[src/rtl/mem_browse_pkg.sv]
// ============================================================================
// Module      : mem_browse_pkg
// Description : Shared types and constants for the memory browse controller.
//               Holds the FSM state encoding, bus widths and the default
//               debounce length.
// Revision    : 1.0 - initial release
// ============================================================================
`default_nettype none

package mem_browse_pkg;

    localparam int ADDR_W = 8;
    localparam int DATA_W = 8;
    localparam int NIB_W  = 4;

    // 10 ms of stable level at 50 MHz
    localparam int DEB_CYCLES_DEFAULT = 500000;

    typedef enum logic [2:0] {
        ST_START = 3'd0,
        ST_IDLE  = 3'd1,
        ST_WRITE = 3'd2,
        ST_READ  = 3'd3,
        ST_LATCH = 3'd4
    } state_e;

endpackage : mem_browse_pkg

`default_nettype wire

[src/rtl/btn_debounce.sv]
// ============================================================================
// Module      : btn_debounce
// Description : Push-button conditioner. Two-flop synchronizer, stable-level
//               counter and rising-edge pulse generator.
//   clk      in   system clock
//   reset    in   synchronous, active-low reset (clears to "released")
//   btn_i    in   raw asynchronous bouncy button, active-high
//   pulse_o  out  one-cycle pulse on each accepted press
// Revision    : 1.0 - initial release
// ============================================================================
`default_nettype none

module btn_debounce #(
    parameter int DEB_CYCLES = 500000
) (
    input  logic clk,
    input  logic reset,
    input  logic btn_i,
    output logic pulse_o
);

    // Counter only has to reach DEB_CYCLES-1
    localparam int                 CNT_W    = (DEB_CYCLES > 2) ? $clog2(DEB_CYCLES) : 1;
    localparam logic [CNT_W-1:0]   CNT_LAST = CNT_W'(DEB_CYCLES - 1);

    logic [1:0]       sync_q;
    logic             level_q, level_d;
    logic [CNT_W-1:0] cnt_q, cnt_d;
    logic             pulse_q, pulse_d;

    always_comb begin
        level_d = level_q;
        cnt_d   = '0;
        pulse_d = 1'b0;
        if (sync_q[1] != level_q) begin
            // Any return to the accepted level restarts the count, so only an
            // uninterrupted run of DEB_CYCLES new-level samples flips it.
            if (cnt_q == CNT_LAST) begin
                level_d = sync_q[1];
                pulse_d = sync_q[1];
            end else begin
                cnt_d = cnt_q + 1'b1;
            end
        end
    end

    always_ff @(posedge clk) begin
        if (!reset) begin
            sync_q  <= 2'b00;
            level_q <= 1'b0;
            cnt_q   <= '0;
            pulse_q <= 1'b0;
        end else begin
            sync_q  <= {sync_q[0], btn_i};
            level_q <= level_d;
            cnt_q   <= cnt_d;
            pulse_q <= pulse_d;
        end
    end

    assign pulse_o = pulse_q;

endmodule : btn_debounce

`default_nettype wire

[src/rtl/mem_browse_controller.sv]
// ============================================================================
// Module      : mem_browse_controller
// Description : Steps through a 256x8 synchronous RAM with a debounced step
//               button and overwrites the shown word from switches with a
//               debounced write button. Address and data shown on the display
//               always come from the same completed read.
//   clk, reset            clock / synchronous active-low reset
//   btn_step, btn_write   raw buttons
//   sw_data               value to write
//   mem_rdata             RAM read data (valid RD_LAT cycles after mem_addr)
//   mem_addr/wdata/we     registered RAM control, mem_we is a 1-cycle pulse
//   ad_high..d_low        display nibbles (address, data)
//   busy                  high while the FSM is not in IDLE
// Revision    : 1.0 - initial release
// ============================================================================
`default_nettype none

module mem_browse_controller
    import mem_browse_pkg::*;
#(
    parameter int DEB_CYCLES = DEB_CYCLES_DEFAULT,
    parameter int RD_LAT     = 1          // legal range 1..3
) (
    input  logic              clk,
    input  logic              reset,
    input  logic              btn_step,
    input  logic              btn_write,
    input  logic [DATA_W-1:0] sw_data,
    input  logic [DATA_W-1:0] mem_rdata,
    output logic [ADDR_W-1:0] mem_addr,
    output logic [DATA_W-1:0] mem_wdata,
    output logic              mem_we,
    output logic [NIB_W-1:0]  ad_high,
    output logic [NIB_W-1:0]  ad_low,
    output logic [NIB_W-1:0]  d_high,
    output logic [NIB_W-1:0]  d_low,
    output logic              busy
);

    localparam logic [1:0] WAIT_LAST = 2'(RD_LAT - 1);

    logic step_pulse;
    logic write_pulse;

    btn_debounce #(.DEB_CYCLES(DEB_CYCLES)) u_deb_step (
        .clk     (clk),
        .reset   (reset),
        .btn_i   (btn_step),
        .pulse_o (step_pulse)
    );

    btn_debounce #(.DEB_CYCLES(DEB_CYCLES)) u_deb_write (
        .clk     (clk),
        .reset   (reset),
        .btn_i   (btn_write),
        .pulse_o (write_pulse)
    );

    state_e            state_q, state_d;
    logic [ADDR_W-1:0] addr_q, addr_d;
    logic [DATA_W-1:0] wdata_q, wdata_d;
    logic              we_q, we_d;
    logic [1:0]        wait_q, wait_d;
    logic [ADDR_W-1:0] disp_addr_q, disp_addr_d;
    logic [DATA_W-1:0] disp_data_q, disp_data_d;
    logic              busy_q;

    always_comb begin
        state_d     = state_q;
        addr_d      = addr_q;
        wdata_d     = wdata_q;
        we_d        = 1'b0;
        wait_d      = wait_q;
        disp_addr_d = disp_addr_q;
        disp_data_d = disp_data_q;

        unique case (state_q)
            ST_START: begin
                // Load address 0 so a valid word is on the display after reset
                addr_d  = '0;
                wait_d  = '0;
                state_d = ST_READ;
            end
            ST_IDLE: begin
                // Write has priority; a coincident step pulse is discarded
                if (write_pulse) begin
                    we_d    = 1'b1;
                    wdata_d = sw_data;
                    state_d = ST_WRITE;
                end else if (step_pulse) begin
                    addr_d  = addr_q + 1'b1;
                    wait_d  = '0;
                    state_d = ST_READ;
                end
            end
            ST_WRITE: begin
                // Re-read the same location so the display shows the new value
                wait_d  = '0;
                state_d = ST_READ;
            end
            ST_READ: begin
                if (wait_q == WAIT_LAST) begin
                    wait_d  = '0;
                    state_d = ST_LATCH;
                end else begin
                    wait_d = wait_q + 1'b1;
                end
            end
            ST_LATCH: begin
                // Address and data are captured together in one edge
                disp_addr_d = addr_q;
                disp_data_d = mem_rdata;
                state_d     = ST_IDLE;
            end
            default: begin
                state_d = ST_START;
            end
        endcase
    end

    always_ff @(posedge clk) begin
        if (!reset) begin
            state_q     <= ST_START;
            addr_q      <= '0;
            wdata_q     <= '0;
            we_q        <= 1'b0;
            wait_q      <= '0;
            disp_addr_q <= '0;
            disp_data_q <= '0;
            busy_q      <= 1'b0;
        end else begin
            state_q     <= state_d;
            addr_q      <= addr_d;
            wdata_q     <= wdata_d;
            we_q        <= we_d;
            wait_q      <= wait_d;
            disp_addr_q <= disp_addr_d;
            disp_data_q <= disp_data_d;
            // Registered so it tracks the state register exactly while still
            // reading 0 in the reset cycle
            busy_q      <= (state_d != ST_IDLE);
        end
    end

    assign mem_addr  = addr_q;
    assign mem_wdata = wdata_q;
    assign mem_we    = we_q;
    assign ad_high   = disp_addr_q[ADDR_W-1 -: NIB_W];
    assign ad_low    = disp_addr_q[NIB_W-1:0];
    assign d_high    = disp_data_q[DATA_W-1 -: NIB_W];
    assign d_low     = disp_data_q[NIB_W-1:0];
    assign busy      = busy_q;

endmodule : mem_browse_controller

`default_nettype wire

[config.mk]
export PLATFORM = sky130hd
export DESIGN_NAME = mem_browse_controller
export DESIGN_NICKNAME = d
export VERILOG_FILES = /design/src/rtl/mem_browse_pkg.sv /design/src/rtl/btn_debounce.sv /design/src/rtl/mem_browse_controller.sv
export SDC_FILE = /design/constraint.sdc
export NUM_CORES = 1
export LEC_CHECK = 0
export ABC_AREA = 0
export BUFFER_PORTS_ARGS = -buffer_cell sky130_fd_sc_hd__buf_2
export CAP_MARGIN = 15
export CORE_ASPECT_RATIO = 1.2
export CORE_MARGIN = 1.5
export CORE_UTILIZATION = 50
export CTS_CLUSTER_DIAMETER = 50
export DETAILED_ROUTE_END_ITERATION = 8
export HOLD_SLACK_MARGIN = 0.02
export PLACE_DENSITY = 0.82
export SYNTH_ARGS = -nofsm -noshare
export SYNTH_HDL_FRONTEND = slang
export SYNTH_SLANG_ARGS = --single-unit
[constraint.sdc]
create_clock -name clk -period 5.33 [get_ports clk]
set_clock_uncertainty 0.2 [all_clocks]
set_input_delay 0.7995 -clock clk [delete_from_list [all_inputs] [get_ports clk]]
set_output_delay 0.7995 -clock clk [all_outputs]
set_load 0.02 [all_outputs]
* After elaboration in Yosys (flattened, before gate mapping)
Index checks and enable logic that the tools add are counted.
W data, S select, Z words.
** Storage, ports and cells
- Logic and storage cells :: 61
- Input bits :: 20
- Bits in registers :: 85
- Output and inout bits :: 34
** Cells by class
- Bitwise gates (word level) :: 3
- Equal/unequal tests :: 11
- Reductions and logical operators :: 15
- Mux-type cells :: 12
- Add/sub/neg operators :: 4
** Operators by type and width (count)
- $add A19 B1 Y19 const B :: 2
- $eq A19 B19 Y1 const B :: 2
- $mux W8 :: 2
- $pmux W8 S2 :: 1
- $pmux W3 S4 :: 1
- $reduce_and A3 Y1 :: 4
- $mux W3 :: 3
- $add A8 B1 Y8 const B :: 1
- $reduce_and A2 Y1 :: 4
- $eq A3 B2 Y1 const B :: 2
- $mux W2 :: 3
- $pmux W2 S3 :: 1
- $reduce_or A3 Y1 :: 2
- $eq A3 B1 Y1 const B :: 1
- $eq A3 B3 Y1 const B :: 1
- $logic_not A3 Y1 :: 1
- $ne A3 B1 Y1 const B :: 1
- $not A1 Y1 :: 3
- $reduce_bool A3 Y1 :: 1
- $add A2 B1 Y2 const B :: 1
- $logic_not A2 Y1 :: 1
- $ne A1 B1 Y1 :: 2
- $ne A2 B1 Y1 const B :: 1
- $ne A2 B2 Y1 const B :: 1
- other kinds (3) :: 3

* Longest topological paths before layout
Gate-level depths: netlist (run 1).
- Depth in word-level cells :: 4
- Mapped depth :: 7
- Mapped depth without buffers :: 5

* Cells and area by module
From an unflattened synthesis (run 1), not the netlist that was laid out.
** Unflattened totals
- Cell total of the unflattened synthesis :: 410
- Area, all modules :: 3796.1 µm²
** Modules (own cells, without submodules)
- btn_debounce :: area an instance 1061.0 µm², cells an instance 111, times used 2, sequential area each 460.4 µm²
- mem_browse_controller :: area an instance 1674.1 µm², cells an instance 188, times used 1, sequential area each 780.7 µm²

* Least setup slack after synthesis (run 1)
No wires, ideal clock.
- Kind :: register to register
- Start :: register u_deb_write.cnt_q[5]
- End :: register u_deb_write.cnt_q[11]
- Path slack :: 3325 ps
- Path buffers :: 1
- Clock period less this slack :: 2005 ps
- Data required time :: 5015 ps
- Data arrival time :: 1690 ps
- Cell stages (with the launch flop) :: 6
- Library setup time :: 115 ps
- Cell sequence :: dfxtp_1 -> or4b_1 -> or3_4 -> o21ai_4 -> buf_6 -> nor2_1
** Between the ends
- Cells in the longest elaborated chain, start to end :: 2
- Elaborated cells between the ends (all ways) :: 3
- Those cells by class :: add/sub: 1; eq/ne: 1; reduce/logical: 1
** Ends and longest elaborated chain
- start, declared :: line btn_debounce.sv:28 : logic [CNT_W-1:0] cnt_q, cnt_d;
- start signal, assigned :: line btn_debounce.sv:56 : cnt_q <= cnt_d;
- parallel branches: the longest is 2 deep, another holds $add A19 B1 Y19
Several ways; the timed one is not identified.
A chain may end at the register's enable or synchronous reset.

* Worst setup path in the final report (run 1)
- Start :: register u_deb_write.cnt_q[5]
- End :: register u_deb_write.cnt_q[4]
** Between the ends
- Cells in the longest elaborated chain, start to end :: 2
** Ends and longest elaborated chain
- $eq A19 B19 Y1 :: line btn_debounce.sv:38 : if (cnt_q == CNT_LAST) begin
- $reduce_or A3 Y1 (no source line)
No other way between the ends.

==> summary.md, run 1 <==
| Metric | Value |
|---|---|
| Top-count cell post-synth | dfxtp_1 |
| DIE WIDTH | 80.2 um |
| CP Launch Type | flop |
| First-pass GRT wire length | 11.5 mm |
| Clock power share | 40.9% |
| Tot GR Track Use | 19.3% |
| Combinational Power Share | 3.3% |
| TritonCTS Buffers | 9 |
| Sequential fraction of the synthesis area | 47.6% |
| Antenna cells | 0 |
| Post-route DRC | 0 |
| Layout fillers | 609 |
| Post-synth ARST share | 0% |
| Unique masters post-synth | 43 |
| GR Overflow Total | 0 |
| Pint | 0.890 mW |
| Flop pwr share | 55.8% |
| Router iterations before antenna repair | 4 |
| Nets@finish | 474 |
| NetSw | 0.267 mW |
| Max Cap Viol | 0 |
| HP Class | reg2reg |
| Reg2Reg Depth | 4 |
| Post-synth EDFFs | 0 |
| I/O pin cnt | 54 |
| Synth area leaders | dfxtp_1 (48%), xnor2_1 (4.9%), nand2_1 (4.7%) |
| Drt wl/cell | 12.7 um |
| Rows | 33 |
| Starting Density | 51.8% |
| Hold_buf cts | 0 |
| Hold Path Stages | 1 |
| Slew Viols, Final | 0 |
| WHS | 0.247 ns |
| Worst setup EP type | flop |
| Multi-input gate area | 0.00177 mm^2 |
| Top FF cell, synth | dfxtp_1 |
| Final worst-path cycle share | 40.8% |
| CTS tree | built |
| Top-area cell type share of the netlist area | 47.6% |
| Pwr Density | 281 mW/mm^2 |
| Gpl congestion | 0.831 |
| Initial antenna violation count | 0 |
| Clock Tree Buf Depth | 2 |
| Largest net degree at the start of global routing | 47 |
| Final Hold Vio Count | 0 |
| Syn Area/Cell | 9.00 um^2 |
| Critical R2R Launch | u_deb_write.cnt_q[5] |
| Type of the worst setup path | reg2reg |
| Layout cell share with drive strength beyond 1 | 16.7% |
| Dominant cell type by area after synthesis | dfxtp_1 |
| Syn Nets | 422 |
| Core footprint | 0.00690 mm^2 |
| Critical path required time | 5.37 ns |
| Via count | 2895 |
| H-tree levels | 3 |
| ANT nets after route | 0 |
| Status | finished, final reports clean |
| Hpwl dp | 4.73 mm |
| Post-Syn Area | 0.00357 mm^2 |
| Hold path start | u_deb_step.sync_q[0] |
| Synth cell count leaders | dfxtp_1 (85), nand2_1 (45), nor2_1 (42) |
| Setup violators final | 0 |
| Synth Instances | 397 |
| Root buffer cell | clkbuf_8 |
| Storage element area | 0.00170 mm^2 |
| Yosys warning total | 0 |
| Unrepaired setup endpoints after global routing | no |
| Reg clk slew, reported paths | 0.09 ns |
| Die area | 0.00767 mm^2 |
| Clk sinks | 85 |
| TNS Setup | 0 ns |
| Post-cts resize count | 0 |
| Synth Register Bits | 85 |
| Area added between synthesis and finish | 15.1% |
| Post-CTS setup buffer count | 0 |
| Slew @ Worst Pin | 0.735 ns |
| Sw frac | 23.1% |
| Worst VDD drop | 175 uV |
| R2r setup slk | 3.16 ns |
| Vias per cell | 5.35 |
| Die Ht | 95.6 um |
| Leak | 1.43 nW |
| Clk_lat worst skew | 0.37 ns |
| Final worst path period need | 2.17 ns |
| First DRT Iteration DRCs | 162 |
| Vias in the first global route | 2743 |
| Slew margin rel. | 50.6% |
| IO Port Bufs | 53 |
| Worst-path fanout max | 18 |
| Final wirelength | 6.87 mm |
| Crit path arrival time | 2.21 ns |
| Worst reg2reg path endpoint | u_deb_write.cnt_q[4] |
| Hold path endpoint | u_deb_step.sync_q[1] |
| Fmax | 460 MHz |
-- per-layer routing --
metal | vias to the layer above | part of all wire (%) | GRT usage, %
met5 | - | 0 | 0
met4 | 0 | 2.5 | 10.2
met3 | 16 | 3.3 | 4.59
met2 | 63 | 52 | 34.9
met1 | 1344 | 43 | 20.7
li1 | 1472 | - | -
-- cells in the final DEF (no fill, tap or decap), types with 2 or more instances in the layout --
cell type,n
a21boi_0,17
buf_2,53
nor4_1,10
xor2_1,13
nor3b_1,2
nor2b_1,12
inv_6,2
nor3_1,9
and4_1,3
nor4b_1,5
buf_4,2
mux2i_1,12
nand2_1,45
clkinv_4,2
ha_1,5
and2_1,10
inv_1,11
o21ai_0,9
nand3_1,15
dfxtp_1,85
or3_1,7
o2111ai_1,2
clkbuf_8,10
a22oi_1,2
xnor2_1,20
and3_1,4
o21a_1,3
nor2_1,42
a21oi_1,11
nand4_1,15
-- power by group through the flow --
stage	Sequential, mW	Combinational [mW]	Clock (mW)
floorplan	0.659	0.0261	0
global placement	0.660	0.0373	0
detailed placement	0.661	0.0385	0
CTS	0.646	0.0388	0.487
global route	0.647	0.0428	0.508
finish	0.646	0.0382	0.473
-- layout make-up --
type | instances | area share (%)
timing repair buffer | 55 | 6.81
clock buffer | 10 | 3.35
tap | 87 | 2.65
inverter | 11 | 1.00
multi-input combinational | 287 | 43.1
clock inverter | 6 | 1.70
sequential | 85 | 41.4
-- cell families after synthesis --
kind of cell,count (synthesis),share of synthesized area (%)
compound gates,50,9.38
xor+xnor,33,8.09
fa+ha+maj,5,1.75
buf+inv,25,2.94
flops,85,47.6
mux,12,3.36
simple gates,187,26.9
-- critical path, stage by stage (launching register included) --
cell,delay [ns]
dfxtp_1,0.37
or4b_1,0.53
or3_4,0.43
o21ai_4,0.42
nor2_1,0.10
-- registers in the layout (all words and copies together), names as in the netlist, 2 cells and up --
register            flops
u_deb_step.cnt_q       19
u_deb_write.cnt_q      19
disp_addr_q             8
disp_data_q             8
mem_addr                8
mem_wdata               8
state_q                 3
u_deb_step.sync_q       2
u_deb_write.sync_q      2
wait_q                  2
-- worst max path at each step --
stage | start | endpoint | slack [ns] | cells after the start
4_1_cts | u_deb_step.cnt_q[0] | u_deb_step.cnt_q[10] | 2.93 | 4
3_3_place_gp | reset | u_deb_step.cnt_q[18] | 2.85 | 4
3_5_place_dp | reset | u_deb_step.cnt_q[18] | 2.79 | 4
5_1_grt | u_deb_write.cnt_q[5] | u_deb_write.cnt_q[15] | 3.04 | 4
6_report | u_deb_write.cnt_q[5] | u_deb_write.cnt_q[4] | 3.16 | 4
2_1_floorplan | u_deb_write.cnt_q[5] | u_deb_write.cnt_q[11] | 3.33 | 5
-- metrics by stage --
| step | worst slack, ns | power (mW) | util (%) | cell area [um^2] | instances |
|---|---|---|---|---|---|
| global placement | 2.85 | 0.697 | 56.5 | 3900 | 524 |
| floorplan | 3.33 | 0.685 | - | 3570 | 397 |
| detailed placement | 2.79 | 0.699 | 56.5 | 3900 | 524 |
| global route | 3.04 | 1.20 | 59.7 | 4110 | 541 |
| CTS | 2.93 | 1.17 | 59.6 | 4110 | 540 |
| finish | 3.16 | 1.16 | 59.7 | 4110 | 541 |
No activity file was read; power rests on OpenSTA's default activity.
==> inputs of run 2 (changes only) <==
clock period = 2 ns   (was 5.33 ns; I/O delays follow)
==> summary.md, run 2 (synthesized netlist as in run 1, its figures left out) <==
| Metric | Value |
|---|---|
| Drt wl/cell | 12.8 um (+0.70%) |
| Vias per cell | 5.31 (-0.71%) |
| Max Cap Viol | 0 (unchanged) |
| CP Launch Type | flop |
| Rows | 33 (unchanged) |
| Area of all placed cells without fillers | 0.00446 mm^2 (+8.3%) |
| Final wirelength | 7.39 mm (+7.6%) |
| Slew @ Worst Pin | 0.543 ns (-0.193 ns) |
| Post-placement cell area | 0.00408 mm^2 (+4.6%) |
| Total power | 3.04 mW (+160%) |
| HP Class | in2reg |
| I/O pin cnt | 54 (unchanged) |
| Gpl congestion | 0.804 (-3.3%) |
| Hpwl dp | 4.98 mm (+5.3%) |
| Critical R2R Launch | u_deb_write.cnt_q[0] |
| Via count | 3071 (+6.1%) |
| IO Port Bufs | 53 (unchanged) |
| Die area | 0.00767 mm^2 (unchanged) |
| Root buffer cell | clkbuf_8 |
| Pwr Density | 682 mW/mm^2 (+140%) |
| Post-route DRC | 0 (unchanged) |
| CP Capture Point | u_deb_write.cnt_q[18] |
| Worst reg2reg path endpoint | u_deb_write.cnt_q[18] |
| Final worst-path cycle share | 99.3% (+58 points) |
| ANT nets after route | 0 (unchanged) |
| Slew Viols, Final | 0 (unchanged) |
| Leak | 1.59 nW (+11%) |
| CP Launch Point | u_deb_write.cnt_q[0] |
| Nets@finish | 511 (+7.8%) |
| Reg2Reg Depth | 5 (+1) |
| Post-CTS setup buffer count | 0 (unchanged) |
| TritonCTS Buffers | 9 (unchanged) |
| Slew margin rel. | 63.7% (+13 points) |
| TNS Setup | 0 ns (unchanged) |
| Largest net degree at the start of global routing | 19 (-60%) |
| Final worst path period need | 1.99 ns (-0.188 ns) |
| Status | finished, final reports clean |
| Fmax | 504 MHz (+9.4%) |
| First DRT Iteration DRCs | 204 (+26%) |
| Clock Tree Buf Depth | 2 (unchanged) |
| Unrepaired setup endpoints after global routing | yes |
| Critical path required time | 2.08 ns (-3.29 ns) |
| DIE WIDTH | 80.2 um (unchanged) |
| Crit path arrival time | 2.07 ns (-0.14 ns) |
| R2r setup slk | 0.01 ns (-3.14 ns) |
| Area added between synthesis and finish | 24.7% |
| Leading registers by flop count | u_deb_step.cnt_q: 19 flops, u_deb_write.cnt_q: 19 flops |
| Util after Layout | 64.6% (+5.0 points) |
| Starting Density | 51.8% (unchanged) |
| Worst VDD drop | 443 uV (+150%) |
| CTS tree | built |
| Most frequent cells in the layout | dfxtp_1 (83), buf_2 (53), nand2_1 (45) |
| WHS | 0.0282 ns (-0.219 ns) |
| H-tree levels | 3 (unchanged) |
| Core footprint | 0.00690 mm^2 (unchanged) |
| Vias in the first global route | 2926 (+6.7%) |
| Initial antenna violation count | 0 (unchanged) |
| Clk sinks | 85 (unchanged) |
| Worst setup EP type | flop |
| Clk_lat worst skew | 0.35 ns (-0.02 ns) |
| Reg clk slew, reported paths | 0.08 ns (about the same) |
| Antenna cells | 0 (unchanged) |
| Type of the worst setup path | reg2reg |
| Layout cell share with drive strength beyond 1 | 20.6% (+3.8 points) |
| Die Ht | 95.6 um (unchanged) |
| Commonest non-fill, non-tap cell in the layout | dfxtp_1 |
| Router iterations before antenna repair | 4 (unchanged) |
| Setup violators final | 0 (unchanged) |
| GR Overflow Total | 0 (unchanged) |
| Worst-path fanout max | 3 (-15) |
| Final Hold Vio Count | 0 (unchanged) |
| Tot GR Track Use | 20.2% (+0.84 points) |
| First-pass GRT wire length | 12.1 mm (+5.0%) |
[run 2: cell types whose count changed in the layout (fill, tap and decap cells not counted), sizes merged]
| cell | change |
|---|---|
| clkinvlp | +1 |
| dlygate4sd3 | +16 |
| clkbuf | +2 |
| buf | +21 |
| inv | -2 |
| clkinv | -1 |
[run 2: through the flow]
stage	instances	worst slack [ns]
4_1_cts	578	0.0197
6_report	578	0.0148
2_1_floorplan	397	0.0209
3_5_place_dp	546	0.0493
3_3_place_gp	546	0.104
5_1_grt	578	-0.0528
[run 2: critical path, cell delays in order, from the launching register on]
cell and delay, ns:
dfxtp_1 0.39, ha_4 0.17, nand3_1 0.11, or4_4 0.56
or3_1 0.34, a21oi_1 0.16
[run 2: power breakdown]
part	internal (mW)	switching, mW
combinational	0.0768	0.0729
sequential	1.70	0.00932
clock	0.608	0.568
[run 2: metal layers]
metal	part of all wire, %	wire length, um	up-vias	track usage, %
li1	-	-	1550	-
met1	43	3160	1446	22.1
met2	52	3840	63	36.2
met3	3.6	268	12	5.17
met4	1.6	115	0	9.05
met5	0	0	-	0
[run 2: layout make-up]
cell class | count | area (um^2)
Fill cell | 541 | 2440
Clock buffer | 12 | 145
Timing Repair Buffer | 92 | 611
Clock inverter | 4 | 47.5
Tap cell | 87 | 109
Inverter | 11 | 41.3
Sequential cell | 85 | 1700
Multi-Input combinational cell | 287 | 1800
[run 2: how the worst min path moves through the flow]
| stage | slack [ns] | start | depth (start not counted) | to |
|---|---|---|---|---|
| finish | 0.03 | sw_data[6] | 3 | mem_wdata[6] |
| detailed placement | 0.23 | u_deb_step.sync_q[0] | 1 | u_deb_step.sync_q[1] |
| global placement | 0.21 | u_deb_write.sync_q[0] | 1 | u_deb_write.sync_q[1] |
| CTS | 0.02 | sw_data[7] | 3 | mem_wdata[7] |
| floorplan | 0.21 | u_deb_step.sync_q[0] | 1 | u_deb_step.sync_q[1] |
| global route | 0.02 | sw_data[6] | 3 | mem_wdata[6] |
[run 2: repair_timing]
action	in CTS	in global routing
endpoints found under the setup margin	1	3
endpoints found under the hold margin	16	0
hold buffers	16	0
resized for setup	2	5
